File: src/rtl/demux1to2_reg.sv
// Registered 1-to-2 demultiplexer: steers an 8-bit stream into one of two one-entry holding registers.
// Optional per-port transfer counters (Count1/Count2) are built when DEMUX_COUNT_EN is defined.
module demux1to2_reg (
    input  logic       clock,
    input  logic       reset_n,
    input  logic [7:0] In,
    input  logic       InValid,
    input  logic       Selector,
    output logic       InReady,
    output logic [7:0] Out1,
    output logic [7:0] Out2,
    output logic       Out1Valid,
    output logic       Out2Valid,
    input  logic       Out1Ready,
    input  logic       Out2Ready,
    output logic [1:0] PortState
`ifdef DEMUX_COUNT_EN
    ,
    output logic [7:0] Count1,
    output logic [7:0] Count2
`endif
);

    // Handshake: a beat moves when valid && ready are both high at a rising edge. Valids never
    // depend on ready; InReady depends only on Selector and the selected port's state/ready,
    // never on InValid. A port that is FULL and being drained may be refilled on the same edge.

    typedef enum logic {
        EMPTY = 1'b0,
        FULL  = 1'b1
    } port_state_t;

    port_state_t state1;
    port_state_t state2;

    logic load1;
    logic load2;
    logic drain1;
    logic drain2;

    assign Out1Valid = (state1 == FULL);
    assign Out2Valid = (state2 == FULL);
    assign PortState = {Out2Valid, Out1Valid};

    assign InReady = Selector ? (!Out2Valid || Out2Ready)
                              : (!Out1Valid || Out1Ready);

    assign load1  = InValid && InReady && !Selector;
    assign load2  = InValid && InReady &&  Selector;
    assign drain1 = Out1Valid && Out1Ready;
    assign drain2 = Out2Valid && Out2Ready;

    // A load takes priority over a drain, so drain+load keeps the port FULL with the new data.
    // Data registers are not cleared on drain; they only change on a load.
    always_ff @(posedge clock or negedge reset_n) begin
        if (!reset_n) begin
            state1 <= EMPTY;
            state2 <= EMPTY;
            Out1   <= 8'h00;
            Out2   <= 8'h00;
`ifdef DEMUX_COUNT_EN
            Count1 <= 8'h00;
            Count2 <= 8'h00;
`endif
        end else begin
            if (load1) begin
                state1 <= FULL;
                Out1   <= In;
`ifdef DEMUX_COUNT_EN
                Count1 <= Count1 + 8'd1;
`endif
            end else if (drain1) begin
                state1 <= EMPTY;
            end

            if (load2) begin
                state2 <= FULL;
                Out2   <= In;
`ifdef DEMUX_COUNT_EN
                Count2 <= Count2 + 8'd1;
`endif
            end else if (drain2) begin
                state2 <= EMPTY;
            end
        end
    end

endmodule

File: config.mk
export PLATFORM = sky130hd
export DESIGN_NAME = demux1to2_reg
export DESIGN_NICKNAME = d
export VERILOG_FILES = /design/src/rtl/demux1to2_reg.sv
export SDC_FILE = /design/constraint.sdc
export NUM_CORES = 1
export LEC_CHECK = 0
export CORE_AREA = 2 2 47 49
export DETAILED_ROUTE_END_ITERATION = 7
export DIE_AREA = 0 0 49 51
export GPL_ROUTABILITY_DRIVEN = 0
export PLACE_DENSITY = 0.83
export SYNTH_ARGS = -nofsm -noshare
export SYNTH_HDL_FRONTEND = slang
export SYNTH_SLANG_ARGS = --single-unit
File: constraint.sdc
create_clock -name clock -period 1.4 [get_ports clock]
set_clock_uncertainty 0.05 [all_clocks]
set_input_delay 0.35 -clock clock [delete_from_list [all_inputs] [get_ports clock]]
set_output_delay 0.35 -clock clock [all_outputs]
set_load 0.01 [all_outputs]
==> results of run 1 <==
cells in the final DEF (no fill, tap or decap):
cell type / count
sky130_fd_sc_hd__a21oi_2: 1
sky130_fd_sc_hd__buf_12: 1
sky130_fd_sc_hd__buf_2: 3
sky130_fd_sc_hd__buf_4: 10
sky130_fd_sc_hd__buf_6: 8
sky130_fd_sc_hd__clkbuf_4: 3
sky130_fd_sc_hd__clkbuf_8: 1
sky130_fd_sc_hd__clkdlybuf4s15_1: 8
sky130_fd_sc_hd__clkdlybuf4s50_1: 9
sky130_fd_sc_hd__dfrtp_1: 18
sky130_fd_sc_hd__dlygate4sd2_1: 12
sky130_fd_sc_hd__inv_2: 1
sky130_fd_sc_hd__mux2_4: 16
sky130_fd_sc_hd__nand2_2: 1
sky130_fd_sc_hd__nand2b_1: 1
sky130_fd_sc_hd__nand2b_4: 1
sky130_fd_sc_hd__nor2_2: 1
sky130_fd_sc_hd__nor2_4: 1
sky130_fd_sc_hd__nor2b_4: 1
sky130_fd_sc_hd__nor3b_4: 1
sky130_fd_sc_hd__o21ai_0: 1
path summary, 6_finish.rpt:
kind | endpoint | cells past startpoint | slack, ns
max reg2reg | Out1[4] | 5 | -0.04
max | InReady | 3 | -0.05
min | Out1[2] | 2 | 0.34
max in group asynchronous | Out1[1] | 2 | 0.77
min reg2reg | Out1[1] | 1 | 0.46
min in group clock | Out1[1] | 1 | 0.46
registers in the layout, indices dropped and copies added (netlist names):
name and flops:
Out2 8, Out1Valid 1, Out2Valid 1, Out1 8
worst max-delay path: stages (launching register included):
cell and delay, ns:
sky130_fd_sc_hd__dfrtp_1 0.39, sky130_fd_sc_hd__nor2b_4 0.14, sky130_fd_sc_hd__a21oi_2 0.10, sky130_fd_sc_hd__buf_2 0.13
metal layers:
metal  share of wire, %  global-route usage (%)  wire length [um]  up-vias
li1                   -                       -                 -      264
met1                 40                    15.8               746      282
met2                 53                    28.3               985       23
met3                6.7                    4.97               124        0
met4                  0                    5.71                 0        0
met5                  0                       0                 0        -
cell type report:
cell class              count  area share (%)
inverters                   1           0.282
multi-input cells          25            24.8
well taps                  28            2.63
flip-flops and latches     18            33.8
repair buffers             51            35.7
clock buffers               4            2.73
stage by stage:
stage / cells / hold WS [ns]
floorplan: 46 / 0.00441
global placement: 114 / 0.441
detailed placement: 114 / 0.445
CTS: 122 / 0.336
global route: 127 / 0.349
finish: 127 / 0.342
power breakdown:
part	internal (W)	switching [W]	leakage [nW]
combinational	0.000328	0.000182	0.409
sequential	0.000609	0.0000476	0.212
clock	0.000158	0.000152	0.0210
total	0.00109	0.000382	0.642
cell families after synthesis:
| family | after synthesis |
|---|---|
| AO/OA/AOI/OAI | 2 |
| multiplexers | 16 |
| buffers and inverters | 3 |
| flip-flops | 18 |
| AND/OR/NAND/NOR | 7 |
what timing repair did:
| action | CTS | global route |
|---|---|---|
| buffers inserted | 5 | 5 |
| endpoints found under the setup margin | 37 | 31 |
| pin swaps | 3 | 1 |
| gates resized for setup | 60 | 19 |
| gates cloned | 0 | 0 |
| hold buffers | 0 | 0 |
==> run_results.csv, run 1 <==
group,metric,value,unit
synth,mappedNetlistArea,718,um2
sta,max_freq,690,MHz
grt,pin_count_of_the_biggest_net_entering_global_routing,19,
synth,synth-xor-area-share,0,%
sta,fin_tns_setup,-0.348,ns
setup_path,path_max_fanout,2,
synth,synth.mux.area_fraction,25.1,%
synth,synth_compound_area_share,1.39,%
die,placement_rows,17,
cts,htreeDepth,1,
status,status,"finished with violations",
grt,groute.usage.overall,15.2,%
sta,fin_crit,1.45,ns
setup_path,worstPathArrival,1.05,ns
grt,global_route_wire_length_before_repair,2830,um
finish,layout.filler_cells,159,
synth,postSynth.topFlopCell,"sky130_fd_sc_hd__dfrtp_1",
synth,synth_simple_gate_area_share,8.19,%
cts,cts_tree,"yes",
finish,final_design_area_no_fill,1330,um2
synth,synth-seq-cells,18,
cts,cts_root_buf,"sky130_fd_sc_hd__clkbuf_4",
sta,post-route-period-util,103,%
setup_path,crit_path_start,"Out2Valid",
finish,final_core_util,64.5,%
synth,yosys-top-cells-count,"sky130_fd_sc_hd__dfrtp_1, sky130_fd_sc_hd__mux2_2, sky130_fd_sc_hd__buf_4",
sta,worst_pin_slew,0.230,ns
synth,synth_async_sr_flop_share,100,%
die,placeableCoreArea,2060,um2
setup_path,crit_path_start_kind,"flop",
synth,postSynthNetCount,60,
die,count_of_pins_on_the_block_boundary,35,
synth,post-synth-top-area-fraction,62.7,%
synth,postSynthAreaPerCell,15.6,um2
finish,diodes,0,
finish,multi_input_comb_area,330,um2
finish,area_growth_from_synthesis_to_layout,85.4,%
drt,detailedRoute.firstIterationViolations,2,
cts,numCtsBuffers,3,
drt,via_per_inst,4.48,
sta,final_max_slew_viol_count,0,
status,violations,"negative setup slack",
synth,yosys_warns,0,
placement,placement.cell_area,1150,um2
grt,grt_antenna_before_repair,0,
die,initial_core_utilization,34.8,%
die,floorplan.die_area,2500,um2
synth,synth_area_leaders,"sky130_fd_sc_hd__dfrtp_1, sky130_fd_sc_hd__mux2_2, sky130_fd_sc_hd__nor3b_4",
grt,grt.overflow.total,0,
setup_path,crit_required,1.00,ns
drt,postRouteWirelength,1860,um
sta,timing.final.ws_setup,-0.0482,ns
setup_path,type_of_the_setup_path_with_the_least_slack,"flop to output pin",
synth,synth_top_family_by_area,"multiplexers",
synth,synth_most_common_cell,"sky130_fd_sc_hd__dfrtp_1",
cts,worst_setup_hold_path_clk_slew,0.10,ns
setup_path,regToRegStartpoint,"Out1Valid",
finish,post_route_cells_drive_above_1_share,50.5,%
sta,final_hold_viol_count,0,
placement,dp_hpwl,1230,um
drt,drt-pass1-iter-count,3,
sta,worst_slew_margin_rel,84.6,%
die,die_w,49,um
synth,post-synth-top-area-cell,"sky130_fd_sc_hd__dfrtp_1",
die,fp.dieH,51,um
pwr,power.density_cell_area,1110,nW/um2
drt,wire_per_inst,14.6,um
setup_path,timing.critical_path.to_type,"output pin",
cts,clockBufferDepth,2,
synth,synth_seq_area_share,62.7,%
pwr,leakage,0.642,nW
cts,clock_sink_count,18,
synth,number_of_synthesized_flops_with_an_enable_pin,0,
cts,clk_latency,0.28,ns
synth,yosys.area_share.adder,0,%
pwr,irDropWorstVdd,0.000714,V
drt,drc_errors,0,
sta,setup_viol_count_final,11,
sta,unrepaired_setup_endpoints_after_global_routing,"yes",
drt,ant_nets,0,
synth,post_synth_num_cell_types,13,
synth,postSynthCellCount,46,
finish,layout.area.seq,450,um2
placement,preCtsSetupSlack,-0.593,ns
flow_run,number_of_maximum_capacitance_violations,0,
grt,grt_pass1_vias,609,
worst_hold_path,worst_hold_path_type,"input port to async pin",
finish,finalNetCount,114,
placement,placement.io_buffers,34,
drt,routed-via-count,569,
pwr,fin_total_pwr,0.00148,W
(Power assumes the default switching activity.)
==> run 2: changes to the inputs <==
--- a/config.mk
+++ b/config.mk
@@ -9,7 +9,7 @@
 export DETAILED_ROUTE_END_ITERATION = 7
 export DIE_AREA = 0 0 49 51
 export GPL_ROUTABILITY_DRIVEN = 0
-export PLACE_DENSITY = 0.83
+export PLACE_DENSITY_LB_ADDON = 0.15
 export SYNTH_ARGS = -nofsm -noshare
 export SYNTH_HDL_FRONTEND = slang
 export SYNTH_SLANG_ARGS = --single-unit
==> constraint.sdc (replaced) <==
create_clock -name clock -period 1.4 [get_ports clock]
set_clock_uncertainty 0.05 [all_clocks]
set_input_delay 0.35 -clock clock [delete_from_list [all_inputs] [get_ports clock]]
set_output_delay 0.35 -clock clock [all_outputs]
set_load 0.05 [all_outputs]
==> run 2 against run 1 <==
The run still ends with negative setup slack left. Clock-buffer cell count unchanged. Sequential share of layout area is 3.9 points lower. Highest routed layer is now met4. Utilization is 8.7 points higher.
==> run_results.csv, run 2 (synthesis gave the netlist of run 1 again) <==
group,metric,value,unit
pwr,internal_power,0.00132,W
status,violations,"negative setup slack",
die,initial_core_utilization,34.8,%
drt,ant_nets,0,
cts,clockBufferDepth,2,
pwr,irDropWorstVdd,0.00116,V
finish,final_core_util,73.3,%
cts,cts_root_buf,"sky130_fd_sc_hd__clkbuf_4",
finish,post_route_cells_drive_above_1_share,65.2,%
cts,htreeDepth,1,
drt,postRouteWirelength,1740,um
die,placement_rows,17,
sta,setup_viol_count_final,11,
sta,final_max_slew_viol_count,0,
pwr,power.sequential.fraction,34.5,%
grt,global_route_wire_length_before_repair,2960,um
pwr,power.density_cell_area,1360,nW/um2
finish,mostFrequentLayoutCells,"sky130_fd_sc_hd__buf_12, sky130_fd_sc_hd__dfrtp_1, sky130_fd_sc_hd__mux2_4, sky130_fd_sc_hd__clkdlybuf4s50_1, sky130_fd_sc_hd__buf_4",
grt,pin_count_of_the_biggest_net_entering_global_routing,19,
placement,placed_cells,112,
sta,final_hold_viol_count,0,
placement,placement.io_buffers,34,
sta,max_freq,654,MHz
sta,worst_slew_margin_rel,84.9,%
drt,detailedRoute.firstIterationViolations,1,
setup_path,timing.reg2reg.setup_slack,-0.05,ns
die,die_w,49,um
cts,worst_setup_hold_path_clk_slew,0.10,ns
die,count_of_pins_on_the_block_boundary,35,
finish,final_common_cell,"sky130_fd_sc_hd__buf_12",
finish,layout.filler_cells,142,
die,placeableCoreArea,2060,um2
finish,layout_top_registers,"Out1 (8), Out2 (8)",
grt,grt_antenna_before_repair,0,
pwr,power_frac_comb,50.2,%
grt,groute.usage.overall,15.9,%
drt,via_per_inst,4.58,
pwr,leakage,0.697,nW
pwr,power.share.clock,15.3,%
cts,clk_latency,0.29,ns
pwr,power_switching,0.000738,W
flow_run,number_of_maximum_capacitance_violations,0,
die,fp.dieH,51,um
placement,dp_hpwl,1250,um
setup_path,type_of_the_setup_path_with_the_least_slack,"flop to output pin",
finish,diodes,0,
drt,routed-via-count,550,
cts,cts_tree,"yes",
grt,grt.overflow.total,0,
status,status,"finished with violations",
drt,drc_errors,0,
sta,unrepaired_setup_endpoints_after_global_routing,"yes",
setup_path,path_max_fanout,2,
setup_path,crit_path_start_kind,"flop",
sta,fin_crit,1.53,ns
pwr,power_switching_share,35.8,%
finish,finalNetCount,107,
sta,fin_tns_setup,-0.570,ns
finish,post_layout_nonfiller_instances,120,
setup_path,timing.critical_path.to_type,"output pin",
worst_hold_path,worst_hold_path_type,"input port to async pin",
drt,drt-pass1-iter-count,2,
drt,wire_per_inst,14.5,um
setup_path,crit_required,1.00,ns
sta,post-route-period-util,109,%
cts,numCtsBuffers,3,
finish,area_growth_from_synthesis_to_layout,110,%
sta,worst_pin_slew,0.226,ns
cts,clock_sink_count,18,
die,floorplan.die_area,2500,um2
setup_path,worstPathArrival,1.13,ns
sta,timing.final.ws_setup,-0.129,ns
grt,grt_pass1_vias,618,
-- run 2: changes by cell type in the layout (fill, tap and decap cells not counted), moves of 3 or more --
cell	change
sky130_fd_sc_hd__buf_12	+21
sky130_fd_sc_hd__clkdlybuf4s15_1	-8
sky130_fd_sc_hd__buf_2	-3
sky130_fd_sc_hd__buf_4	-5
sky130_fd_sc_hd__buf_6	-4
sky130_fd_sc_hd__dlygate4sd2_1	-8
-- run 2: through the flow --
stage / hold WS (ns) / total power [W] / instance area (um2) / setup WS, ns
final: 0.317 / 0.00206 / 1510 / -0.129
after global routing: 0.352 / 0.00213 / 1510 / -0.175
after CTS: 0.321 / 0.00205 / 1490 / -0.132
after detailed placement: 0.494 / 0.00168 / 1360 / -0.411
after global placement: 0.488 / 0.00167 / 1360 / -0.401
after floorplan: 0.00441 / 0.00113 / 744 / -0.0979
-- run 2: path summary, 6_finish.rpt --
check	start	to	cells after the start
setup / recovery	Out1Valid	InReady	4
hold / removal	reset_n	Out2[7]	2
setup reg to reg	Out1Valid	Out1[5]	5
hold reg to reg	Out2[2]	Out2[2]	1
max in group asynchronous	reset_n	Out2Valid	2
min in group clock	InValid	Out1Valid	3
-- run 2: power by group through the flow --
stage	registers, W	clock network (W)	logic (W)
floorplan	0.000984	0	0.000147
global placement	0.000716	0	0.000956
detailed placement	0.000720	0	0.000964
CTS	0.000711	0.000323	0.00102
global route	0.000721	0.000348	0.00107
finish	0.000711	0.000316	0.00103
-- run 2: what timing repair did --
item	CTS	global route
hold buffers	0	0
gates resized for setup	21	6
setup buffers	4	1
endpoints found under the setup margin	21	19
pin swaps	2	1
-- run 2: routing by layer --
metal  GRT usage (%)  vias up  share of wire [%]  routed length (um)
met4            7.14        0                1.4                  24
met5               0        -                  0                   0
li1                -      247                  -                   -
met1            19.4      286                 40                 702
met2            27.2       15                 55                 956
met3            3.51        2                3.0                  52
-- run 2: layout make-up --
class | count | area (um2) | area share, %
flip-flops and latches | 18 | 453 | 30.0
inverters | 1 | 3.75 | 0.248
clock buffers | 4 | 36.3 | 2.40
repair buffers | 44 | 648 | 42.9
multi-input cells | 25 | 335 | 22.2
well taps | 28 | 35.0 | 2.32
-- run 2: critical path, stage by stage, from the launching register on --
cell                       delay, ns
sky130_fd_sc_hd__dfrtp_2        0.43
sky130_fd_sc_hd__nand2b_4       0.08
sky130_fd_sc_hd__nor2_2         0.05
sky130_fd_sc_hd__a21oi_4        0.13
sky130_fd_sc_hd__buf_12         0.15
